==> src/rtl/serialtx_fifo_pkg.sv <==
// Shared types and register map for the buffered UART transmitter.
package serial_pkg;

  typedef enum logic [2:0] {
    TX_IDLE,
    TX_START,
    TX_DATA,
    TX_PARITY,
    TX_STOP
  } tx_state_t;

  typedef enum logic [1:0] {
    PAR_NONE = 2'd0,
    PAR_EVEN = 2'd1,
    PAR_ODD  = 2'd2
  } parity_t;

  localparam logic [1:0] REG_DATA  = 2'd0;
  localparam logic [1:0] REG_DIV   = 2'd1;
  localparam logic [1:0] REG_CTRL  = 2'd2;
  localparam logic [1:0] REG_COUNT = 2'd3;

  // Encoding 3 is reserved and behaves as no parity.
  function automatic parity_t decode_parity(input logic [1:0] v);
    case (v)
      2'd1:    return PAR_EVEN;
      2'd2:    return PAR_ODD;
      default: return PAR_NONE;
    endcase
  endfunction

endpackage

==> src/rtl/serialtx_fifo_sync_fifo.sv <==
// Single-clock FIFO with show-ahead head output; pointers carry an extra wrap bit.
module sync_fifo #(
  parameter int unsigned WIDTH = 8,
  parameter int unsigned DEPTH = 16
) (
  input  logic                     clk_i,
  input  logic                     rst_i,
  input  logic                     push_i,
  input  logic [WIDTH-1:0]         wdata_i,
  input  logic                     pop_i,
  output logic [WIDTH-1:0]         rdata_o,
  output logic                     full_o,
  output logic                     empty_o,
  output logic [$clog2(DEPTH):0]   level_o
);

  localparam int unsigned AW = $clog2(DEPTH);

  logic [AW:0]      wr_q, rd_q;
  logic [WIDTH-1:0] mem_q [DEPTH];
  logic             do_push, do_pop;

  assign do_push = push_i && !full_o;
  assign do_pop  = pop_i && !empty_o;

  assign empty_o = (wr_q == rd_q);
  assign full_o  = (wr_q[AW] != rd_q[AW]) && (wr_q[AW-1:0] == rd_q[AW-1:0]);
  assign level_o = wr_q - rd_q;
  assign rdata_o = mem_q[rd_q[AW-1:0]];

  always_ff @(posedge clk_i) begin
    if (rst_i) begin
      wr_q <= '0;
      rd_q <= '0;
    end else begin
      if (do_push) wr_q <= wr_q + (AW+1)'(1);
      if (do_pop)  rd_q <= rd_q + (AW+1)'(1);
    end
  end

  always_ff @(posedge clk_i) begin
    if (do_push) mem_q[wr_q[AW-1:0]] <= wdata_i;
  end

endmodule

==> src/rtl/serialtx_fifo.sv <==
// Wishbone-attached UART transmitter with TX FIFO, programmable divisor,
// optional parity, 1/2 stop bits and a clearable completed-frame counter.
module serialtx_fifo
  import serial_pkg::*;
#(
  parameter int unsigned FRAME     = 8,
  parameter int unsigned DEPTH     = 16,
  parameter int unsigned DIV_WIDTH = 16,
  parameter int unsigned DIV_INIT  = 2
) (
  input  logic        clk,
  input  logic        rst,
  output logic        uart_tx,
  input  logic [31:0] wb_addr,
  input  logic [31:0] wb_data_w,
  output logic [31:0] wb_data_r,
  input  logic        wb_we,
  input  logic        wb_stb,
  input  logic        wb_cyc,
  output logic        wb_ack,
  output logic        wb_stall,
  output logic        tx_empty
);

  localparam int unsigned LW = $clog2(DEPTH) + 1;
  localparam int unsigned BW = (FRAME > 1) ? $clog2(FRAME) : 1;

  logic                 req, accept, push, pop, wr_en;
  logic [1:0]           reg_sel;
  logic                 fifo_full, fifo_empty;
  logic [LW-1:0]        fifo_level;
  logic [FRAME-1:0]     fifo_head;
  logic [DIV_WIDTH-1:0] div_q, wdiv;
  logic [2:0]           ctrl_q;
  logic [31:0]          count_q, rdata_d, rdata_q;
  logic                 ack_q;
  parity_t              ctrl_par;

  tx_state_t            state_q;
  logic [DIV_WIDTH-1:0] cnt_q, div_s_q;
  logic [BW-1:0]        bit_q;
  logic [FRAME-1:0]     shift_q;
  logic                 stop_q, stop2_q, par_en_q, par_bit_q, tx_q;
  logic                 bit_end, stop_last, frame_done;

  logic                 unused_ok;
  assign unused_ok = ^{wb_addr, wb_data_w};

  assign reg_sel  = wb_addr[3:2];
  assign req      = wb_cyc && wb_stb;
  assign wb_stall = req && wb_we && (reg_sel == REG_DATA) && fifo_full;
  assign accept   = req && !wb_stall;
  assign wr_en    = accept && wb_we;
  assign push     = wr_en && (reg_sel == REG_DATA);
  assign wdiv     = wb_data_w[DIV_WIDTH-1:0];
  assign ctrl_par = decode_parity(ctrl_q[1:0]);

  assign wb_ack    = ack_q;
  assign wb_data_r = rdata_q;
  assign uart_tx   = tx_q;
  assign tx_empty  = fifo_empty && (state_q == TX_IDLE);

  sync_fifo #(.WIDTH(FRAME), .DEPTH(DEPTH)) u_fifo (
    .clk_i   (clk),
    .rst_i   (rst),
    .push_i  (push),
    .wdata_i (wb_data_w[FRAME-1:0]),
    .pop_i   (pop),
    .rdata_o (fifo_head),
    .full_o  (fifo_full),
    .empty_o (fifo_empty),
    .level_o (fifo_level)
  );

  always_comb begin
    rdata_d = '0;
    if (accept && !wb_we) begin
      case (reg_sel)
        REG_DATA:  rdata_d = 32'(fifo_level);
        REG_DIV:   rdata_d = 32'(div_q);
        REG_CTRL:  rdata_d = {29'd0, ctrl_q};
        default:   rdata_d = count_q;
      endcase
    end
  end

  always_ff @(posedge clk) begin
    if (rst) begin
      div_q   <= DIV_WIDTH'(DIV_INIT);
      ctrl_q  <= '0;
      count_q <= '0;
      ack_q   <= 1'b0;
      rdata_q <= '0;
    end else begin
      ack_q   <= accept;
      rdata_q <= rdata_d;
      if (wr_en && reg_sel == REG_DIV)  div_q  <= (wdiv == '0) ? DIV_WIDTH'(1) : wdiv;
      if (wr_en && reg_sel == REG_CTRL) ctrl_q <= wb_data_w[2:0];
      // A clear wins over a completion landing in the same cycle.
      if (wr_en && reg_sel == REG_COUNT) count_q <= '0;
      else if (frame_done)               count_q <= count_q + 32'd1;
    end
  end

  assign bit_end    = (cnt_q == div_s_q - DIV_WIDTH'(1));
  assign stop_last  = (stop_q == stop2_q);
  assign frame_done = (state_q == TX_STOP) && bit_end && stop_last;
  assign pop        = !fifo_empty && ((state_q == TX_IDLE) || frame_done);

  always_ff @(posedge clk) begin
    if (rst) begin
      state_q   <= TX_IDLE;
      cnt_q     <= '0;
      bit_q     <= '0;
      stop_q    <= 1'b0;
      tx_q      <= 1'b1;
      shift_q   <= '0;
      div_s_q   <= DIV_WIDTH'(1);
      par_en_q  <= 1'b0;
      par_bit_q <= 1'b0;
      stop2_q   <= 1'b0;
    end else if (pop) begin
      // Covers both the idle start and the back-to-back start out of STOP.
      state_q   <= TX_START;
      cnt_q     <= '0;
      bit_q     <= '0;
      stop_q    <= 1'b0;
      tx_q      <= 1'b0;
      shift_q   <= fifo_head;
      div_s_q   <= div_q;
      par_en_q  <= (ctrl_par != PAR_NONE);
      par_bit_q <= (^fifo_head) ^ (ctrl_par == PAR_ODD);
      stop2_q   <= ctrl_q[2];
    end else begin
      if (state_q != TX_IDLE) cnt_q <= bit_end ? '0 : cnt_q + DIV_WIDTH'(1);
      case (state_q)
        TX_IDLE: tx_q <= 1'b1;
        TX_START: if (bit_end) begin
          state_q <= TX_DATA;
          tx_q    <= shift_q[0];
        end
        TX_DATA: if (bit_end) begin
          if (bit_q == BW'(FRAME-1)) begin
            bit_q   <= '0;
            state_q <= par_en_q ? TX_PARITY : TX_STOP;
            tx_q    <= par_en_q ? par_bit_q : 1'b1;
          end else begin
            bit_q   <= bit_q + BW'(1);
            shift_q <= shift_q >> 1;
            tx_q    <= shift_q[1];
          end
        end
        TX_PARITY: if (bit_end) begin
          state_q <= TX_STOP;
          tx_q    <= 1'b1;
        end
        TX_STOP: if (bit_end) begin
          if (stop_last) state_q <= TX_IDLE;
          else           stop_q  <= 1'b1;
        end
        default: begin
          state_q <= TX_IDLE;
          tx_q    <= 1'b1;
        end
      endcase
    end
  end

endmodule

==> config.mk <==
export PLATFORM = sky130hd
export DESIGN_NAME = serialtx_fifo
export DESIGN_NICKNAME = d
export VERILOG_FILES = /design/src/rtl/serialtx_fifo_pkg.sv /design/src/rtl/serialtx_fifo_sync_fifo.sv /design/src/rtl/serialtx_fifo.sv
export SDC_FILE = /design/constraint.sdc
export NUM_CORES = 1
export LEC_CHECK = 0
export CORE_MARGIN = 4
export CORE_UTILIZATION = 45
export CTS_CLUSTER_DIAMETER = 50
export DETAILED_ROUTE_END_ITERATION = 12
export HOLD_SLACK_MARGIN = 0.05
export PLACE_DENSITY = 0.73
export SYNTH_ARGS = -nofsm -noshare
export SYNTH_HDL_FRONTEND = slang
export SYNTH_SLANG_ARGS = --single-unit
==> constraint.sdc <==
create_clock -name clk -period 6.1 [get_ports clk]
set_input_delay 1.83 -clock clk [delete_from_list [all_inputs] [get_ports clk]]
set_output_delay 1.83 -clock clk [all_outputs]
set_load 0.005 [all_outputs]
==> reports/results.txt, run 1 <==
status - complete, no violations
first-pass GRT wire length - 40.4 mm
leading cell type in the layout, fill and taps excluded - dfxtp_1
Final nets - 1139
IO Pins - 105
NetSw - 1250 uW
Syn. warnings - 0
sequential share of power - 44.1%
Starting Density - 45.6%
crit path max fanout - 5
element type at the critical path end - primary output
Slew Limit Headroom - 29.4%
VDD IR-drop max - 0.219 mV
cell area power density - 338 mW/mm^2
Yosys reg bits - 277
initial antenna violation count - 0
main area contributors after synthesis - edfxtp_1 (33%), dfxtp_1 (25%), mux4_2 (7.1%)
Mapped Cells - 995
CP bufs+invs - 2
min Tclk post-route - 5.36 ns
maximum clock rate - 187 MHz
Syn Nets - 1080
critical path startpoint category - primary input
EDFF count, synth - 128
share of the synthesized area in the top cell type - 32.5%
Die W - 170 um
Clk Latency, worst-skew pair - 0.55 ns
Most used DFF post-synth - dfxtp_1
DRC violations left - 0
setup ws final - 0.741 ns
Clock Power Share - 38.4%
max-slew violations - 0
post-synth top area cell - edfxtp_1
max-cap viol count - 0
Sw Share - 26.9%
Async S/R FF share, synth - 0%
worst hold margin - 0.471 ns
cell internal pwr - 3390 uW
all-layer global routing usage - 17.3%
drt initial violations - 622
fillcell total - 2132
met3 usage in global routing - 2.42%
antenna cell count - 0
CTS root buf - clkbuf_16
P_leak - 0.00486 uW
Util after Layout - 53.0%
vias - 7760
quantity of gates resized following cts - 0
DRT Pass-1 Iters - 5
die area - 0.0289 mm^2
Core Area - 0.0259 mm^2
GRT busiest layer - met2
number of port buffers - 58
die height - 170 um
post-synth cell types - 61
RSZ-0062 raised after global routing - no
CTS tree - built
CTS H-Tree Depth - 1
most frequent cells in the layout - dfxtp_1 (148), edfxtp_1 (128), nor2_1 (121)
final-report hold violation count - 0
r2r setup slk - 2.05 ns
mean number of vias per cell - 5.50
# hold bufs at CTS - 0
Fin Clk Skew - 0.0178 ns
Worst path max stage delay - 0.58 ns
largest net degree at the start of global routing - 65
Comb pwr share - 17.5%
worst slack, placed - 0.736 ns
final period utilization - 87.9%
cell mode on critical path - clkdlybuf4s50_1
Clock Path Buffers - 3
Final TNS setup - 0 ns
dpl hpwl - 17.2 mm
syn avg cell area - 11.9 um^2
ANT nets after route - 0
Layout area overhead - 16.2%
global route total overflow - 0
Top Family by Delay on Critical Path - buffers and inverters
Post-Route WL - 25.0 mm
Slew @ Worst Pin - 1.06 ns
met1 usage - 24.2%
WL/cell - 17.7 um
Synth Cell Area - 0.0118 mm^2
slowest CP cell - clkdlybuf4s50_1
num rows - 59
Clock transition at path regs - 0.06 ns
final setup fails - 0
Critical Path, Cell by Cell - clkdlybuf4s50_1, nand3_1, nor4_1, clkdlybuf4s50_1
Hold/Removal Path Class - reg -> reg
post-CTS setup repair buffer count - 0
met2 Use GR - 28.4%
routability cong. - 0.825
CP arrival - 3.53 ns
layout cells sized above 1 - 10.6%
Data required, critical path - 4.27 ns
CTS Buf Count - 29
vias in the first global route - 7583
# clock sinks - 277
register area share after synthesis - 57.8%
critical path class - in -> out
-- final timing paths --
path,start,endpoint,cells past startpoint
worst min-delay path,shift_q[7]$_SDFFE_PP0P_,shift_q[7]$_SDFFE_PP0P_,2
worst max register to register,div_s_q[0]$_SDFFE_PP1N_,u_fifo.rd_q[3]$_SDFFE_PP0N_,10
worst max-delay path,wb_we,wb_stall,4
worst min register to register,shift_q[7]$_SDFFE_PP0P_,shift_q[7]$_SDFFE_PP0P_,2
-- cell usage after synthesis (all sizes together) (5+ instances only) --
cell type,n
nor2,122
a21oi,19
edfxtp,128
xor2,33
clkbuf,33
mux4,37
o21ai,21
inv,24
o211ai,13
nor4,11
a31oi,13
nand2b,7
nand2,70
mux2i,39
a21o,5
or3,7
a22oi,22
and3,9
o21a,13
nor2b,7
or4,17
nand3,35
ha,15
xnor2,31
nor3,26
and2,23
and4,5
nand4,10
dfxtp,149
buf,15
-- metrics by stage --
step | power, uW | area (um^2) | instances
final | 4640 | 13700 | 1410
after floorplan | 2680 | 11800 | 995
after global routing | 4850 | 13700 | 1410
after detailed placement | 2900 | 12800 | 1358
after CTS | 4670 | 13700 | 1410
after global placement | 2880 | 12800 | 1358
-- sequential cells by signal, summed over array words and instances, names as in the netlist, 3 cells and up, named ones only --
register	cells
shift_q	8
state_q	3
cnt_q	16
bit_q	3
u_fifo.rd_q	5
count_q	32
div_s_q	16
u_fifo.mem_q	128
div_q	16
u_fifo.wr_q	5
wb_data_r	32
ctrl_q	3
-- tightest hold or removal path: stages, from the launching register on --
cell and delay (ns):
dfxtp_1 0.31, nand3_1 0.06, a21oi_1 0.06
-- final cells by class --
| class | count | area [um^2] | share of cell area (%) |
|---|---|---|---|
| clock buffer | 39 | 818 | 5.96 |
| clock inverter | 13 | 161 | 1.18 |
| inverter | 24 | 90.1 | 0.656 |
| multi-input combinational | 646 | 4700 | 34.3 |
| sequential | 277 | 6830 | 49.7 |
| tap | 335 | 419 | 3.05 |
| timing repair buffer | 76 | 711 | 5.18 |
-- cell families (layout without fill, tap and decap cells) --
family / count (synthesis) / count (layout) / share of synthesized area (%)
XOR/XNOR: 65 / 65 / 4.93
AND/OR/NAND/NOR: 366 / 366 / 15.6
flip-flops: 277 / 277 / 57.8
buffers and inverters: 72 / 152 / 2.47
multiplexers: 77 / 77 / 10.5
AO/OA/AOI/OAI: 122 / 122 / 7.00
adder cells (fa/ha/maj): 16 / 16 / 1.76
-- power by group through the flow --
stage	Sequential (uW)	Clock, uW	Combinational, uW
floorplan	2050	0	625
global placement	2090	0	798
detailed placement	2090	0	811
CTS	2050	1810	817
global route	2050	1890	900
finish	2050	1780	814
-- layer usage --
| layer | up-vias | part of all wire [%] |
|---|---|---|
| li1 | 3763 | - |
| met1 | 3787 | 45 |
| met2 | 164 | 48 |
| met3 | 46 | 4.4 |
| met4 | 0 | 2.6 |
| met5 | - | 0 |
Power figures use the tool's default switching activity.
==> run 2: changes to the inputs <==
--- a/config.mk
+++ b/config.mk
@@ -5,12 +5,15 @@
 export SDC_FILE = /design/constraint.sdc
 export NUM_CORES = 1
 export LEC_CHECK = 0
+export CELL_PAD_IN_SITES_DETAIL_PLACEMENT = 1
+export CELL_PAD_IN_SITES_GLOBAL_PLACEMENT = 1
 export CORE_MARGIN = 4
-export CORE_UTILIZATION = 45
+export CORE_UTILIZATION = 50
 export CTS_CLUSTER_DIAMETER = 50
 export DETAILED_ROUTE_END_ITERATION = 12
 export HOLD_SLACK_MARGIN = 0.05
-export PLACE_DENSITY = 0.73
+export PLACE_DENSITY = 0.92
+export SETUP_SLACK_MARGIN = 0.1
 export SYNTH_ARGS = -nofsm -noshare
 export SYNTH_HDL_FRONTEND = slang
 export SYNTH_SLANG_ARGS = --single-unit
==> run 2 against run 1 <==
Net effect: maximum frequency fell by 4.5%; via count rose by 9.2%; sequential share of layout area up 0.073 points; critical path depth is the same; final cell count shrank 1.4%; critical endpoint unchanged; sequential power about the same; first-iteration DRC count rose by 34%; hold slack improved by 0.011 ns; combinational power increased by 6.9%; global-route usage up 8.9 points.
==> reports/results.txt, run 2 (same netlist as run 1, synthesis figures left out) <==
final-report hold violation count - 0
vias - 8476
Clock Path Buffers - 3
Final TNS setup - 0 ns
Core Area - 0.0229 mm^2
CTS Buf Count - 31
critical path class - in -> out
maximum clock rate - 178 MHz
CP Depth - 4
mean number of vias per cell - 6.10
DRC violations left - 0
num rows - 55
CP bufs+invs - 2
ANT nets after route - 0
RSZ-0062 raised after global routing - no
Starting Density - 51.6%
most frequent cells in the layout - dfxtp_1 (148), edfxtp_1 (128), nor2_1 (121)
worst reg2reg path depth - 10
worst r2r src - div_s_q[0]$_SDFFE_PP1N_
critical path startpoint category - primary input
Crit. Startpoint - wb_we
Worst Setup EP - wb_stall
crit path max fanout - 5
VDD IR-drop max - 0.264 mV
Data required, critical path - 4.27 ns
P_leak - 0.00486 uW
CTS H-Tree Depth - 1
first-pass GRT wire length - 54.1 mm
DRT Pass-1 Iters - 7
min Tclk post-route - 5.61 ns
dpl hpwl - 20.7 mm
largest net degree at the start of global routing - 39
Post-Route WL - 34.1 mm
routability cong. - 0.835
# hold bufs at CTS - 0
# clock sinks - 277
Slew @ Worst Pin - 1.11 ns
Worst path max stage delay - 0.61 ns
global route total overflow - 0
die area - 0.0262 mm^2
CTS root buf - clkbuf_16
Clock transition at path regs - 0.06 ns
Hold/Removal Path Class - reg -> reg
Fin Clk Skew - 0.0252 ns
Critical Path, Cell by Cell - clkdlybuf4s50_1, nand3_1, nor4_1, clkdlybuf4s50_1
post-place instance area - 0.0127 mm^2
cell area power density - 345 mW/mm^2
total power - 4730 uW
layout cells sized above 1 - 10.8%
CTS tree - built
element type at the critical path end - primary output
Final nets - 1139
final setup fails - 0
post-CTS setup repair buffer count - 0
max-cap viol count - 0
IO Pins - 105
Clk Latency, worst-skew pair - 0.56 ns
Top Family by Delay on Critical Path - buffers and inverters
number of port buffers - 58
CP arrival - 3.78 ns
status - complete, no violations
die height - 162 um
Slew Limit Headroom - 25.9%
r2r setup slk - 2.07 ns
drt initial violations - 835
slowest CP cell - clkdlybuf4s50_1
Die W - 162 um
final period utilization - 92.0%
quantity of gates resized following cts - 0
leading cell type in the layout, fill and taps excluded - dfxtp_1
all-layer global routing usage - 26.2%
hold path startpoint - shift_q[2]$_SDFFE_PP0P_
initial antenna violation count - 0
Final Cell Area - 0.0137 mm^2
Layout area overhead - 16.1%
max reg flops - 128
max-slew violations - 0
WL/cell - 24.6 um
antenna cell count - 0
cell mode on critical path - clkdlybuf4s50_1
vias in the first global route - 9020
-- run 2: cell types whose count changed in the layout (fill, tap and decap cells not counted), moves of 2 or more --
| cell | change |
|---|---|
| clkbuf_8 | +5 |
| bufinv_16 | -3 |
| buf_4 | -2 |
| clkbuf_16 | +2 |
| clkinv_2 | -2 |
| clkinv_4 | +2 |
| inv_6 | +2 |
-- run 2: how the worst min path moves through the flow --
stage | slack [ns] | to | cells past startpoint
2_1_floorplan | 0.44 | wb_data_r[31]$_SDFF_PP0_ | 1
3_3_place_gp | 0.46 | shift_q[7]$_SDFFE_PP0P_ | 2
3_5_place_dp | 0.48 | shift_q[1]$_SDFFE_PP0P_ | 2
4_1_cts | 0.49 | shift_q[1]$_SDFFE_PP0P_ | 2
5_1_grt | 0.51 | shift_q[5]$_SDFFE_PP0P_ | 2
6_report | 0.48 | shift_q[1]$_SDFFE_PP0P_ | 2
-- run 2: tightest hold or removal path, stage by stage, from the launching register on --
cell and delay, ns:
dfxtp_1 0.31, nand2_1 0.05, a31oi_1 0.07
-- run 2: layout make-up --
class | count | area [um^2]
Fill cell | 2282 | 9200
Inverter | 24 | 90.1
Clock buffer | 46 | 933
Multi-Input combinational cell | 646 | 4700
Sequential cell | 277 | 6830
Timing Repair Buffer | 74 | 696
Clock inverter | 10 | 68.8
Tap cell | 313 | 392
-- run 2: per-layer routing --
layer	GRT usage, %	vias up	wire [um]
li1	-	3765	-
met1	34.0	4281	13900
met2	45.2	349	17000
met3	5.53	81	2250
met4	7.11	0	959
met5	0	-	0
-- run 2: power by group --
| group | internal (uW) | switching [uW] | total, uW |
|---|---|---|---|
| Combinational | 335 | 534 | 870 |
| Clock | 1060 | 761 | 1820 |
| Sequential | 1990 | 54.9 | 2040 |
-- run 2: stage by stage --
step	cells	setup slack (ns)	utilization (%)	hold slack (ns)
finish	1390	0.489	59.8	0.483
global route	1390	0.433	59.8	0.510
CTS	1390	0.519	59.8	0.486
detailed placement	1334	0.776	55.5	0.478
global placement	1334	0.816	55.5	0.458
floorplan	995	1.70	-	0.445
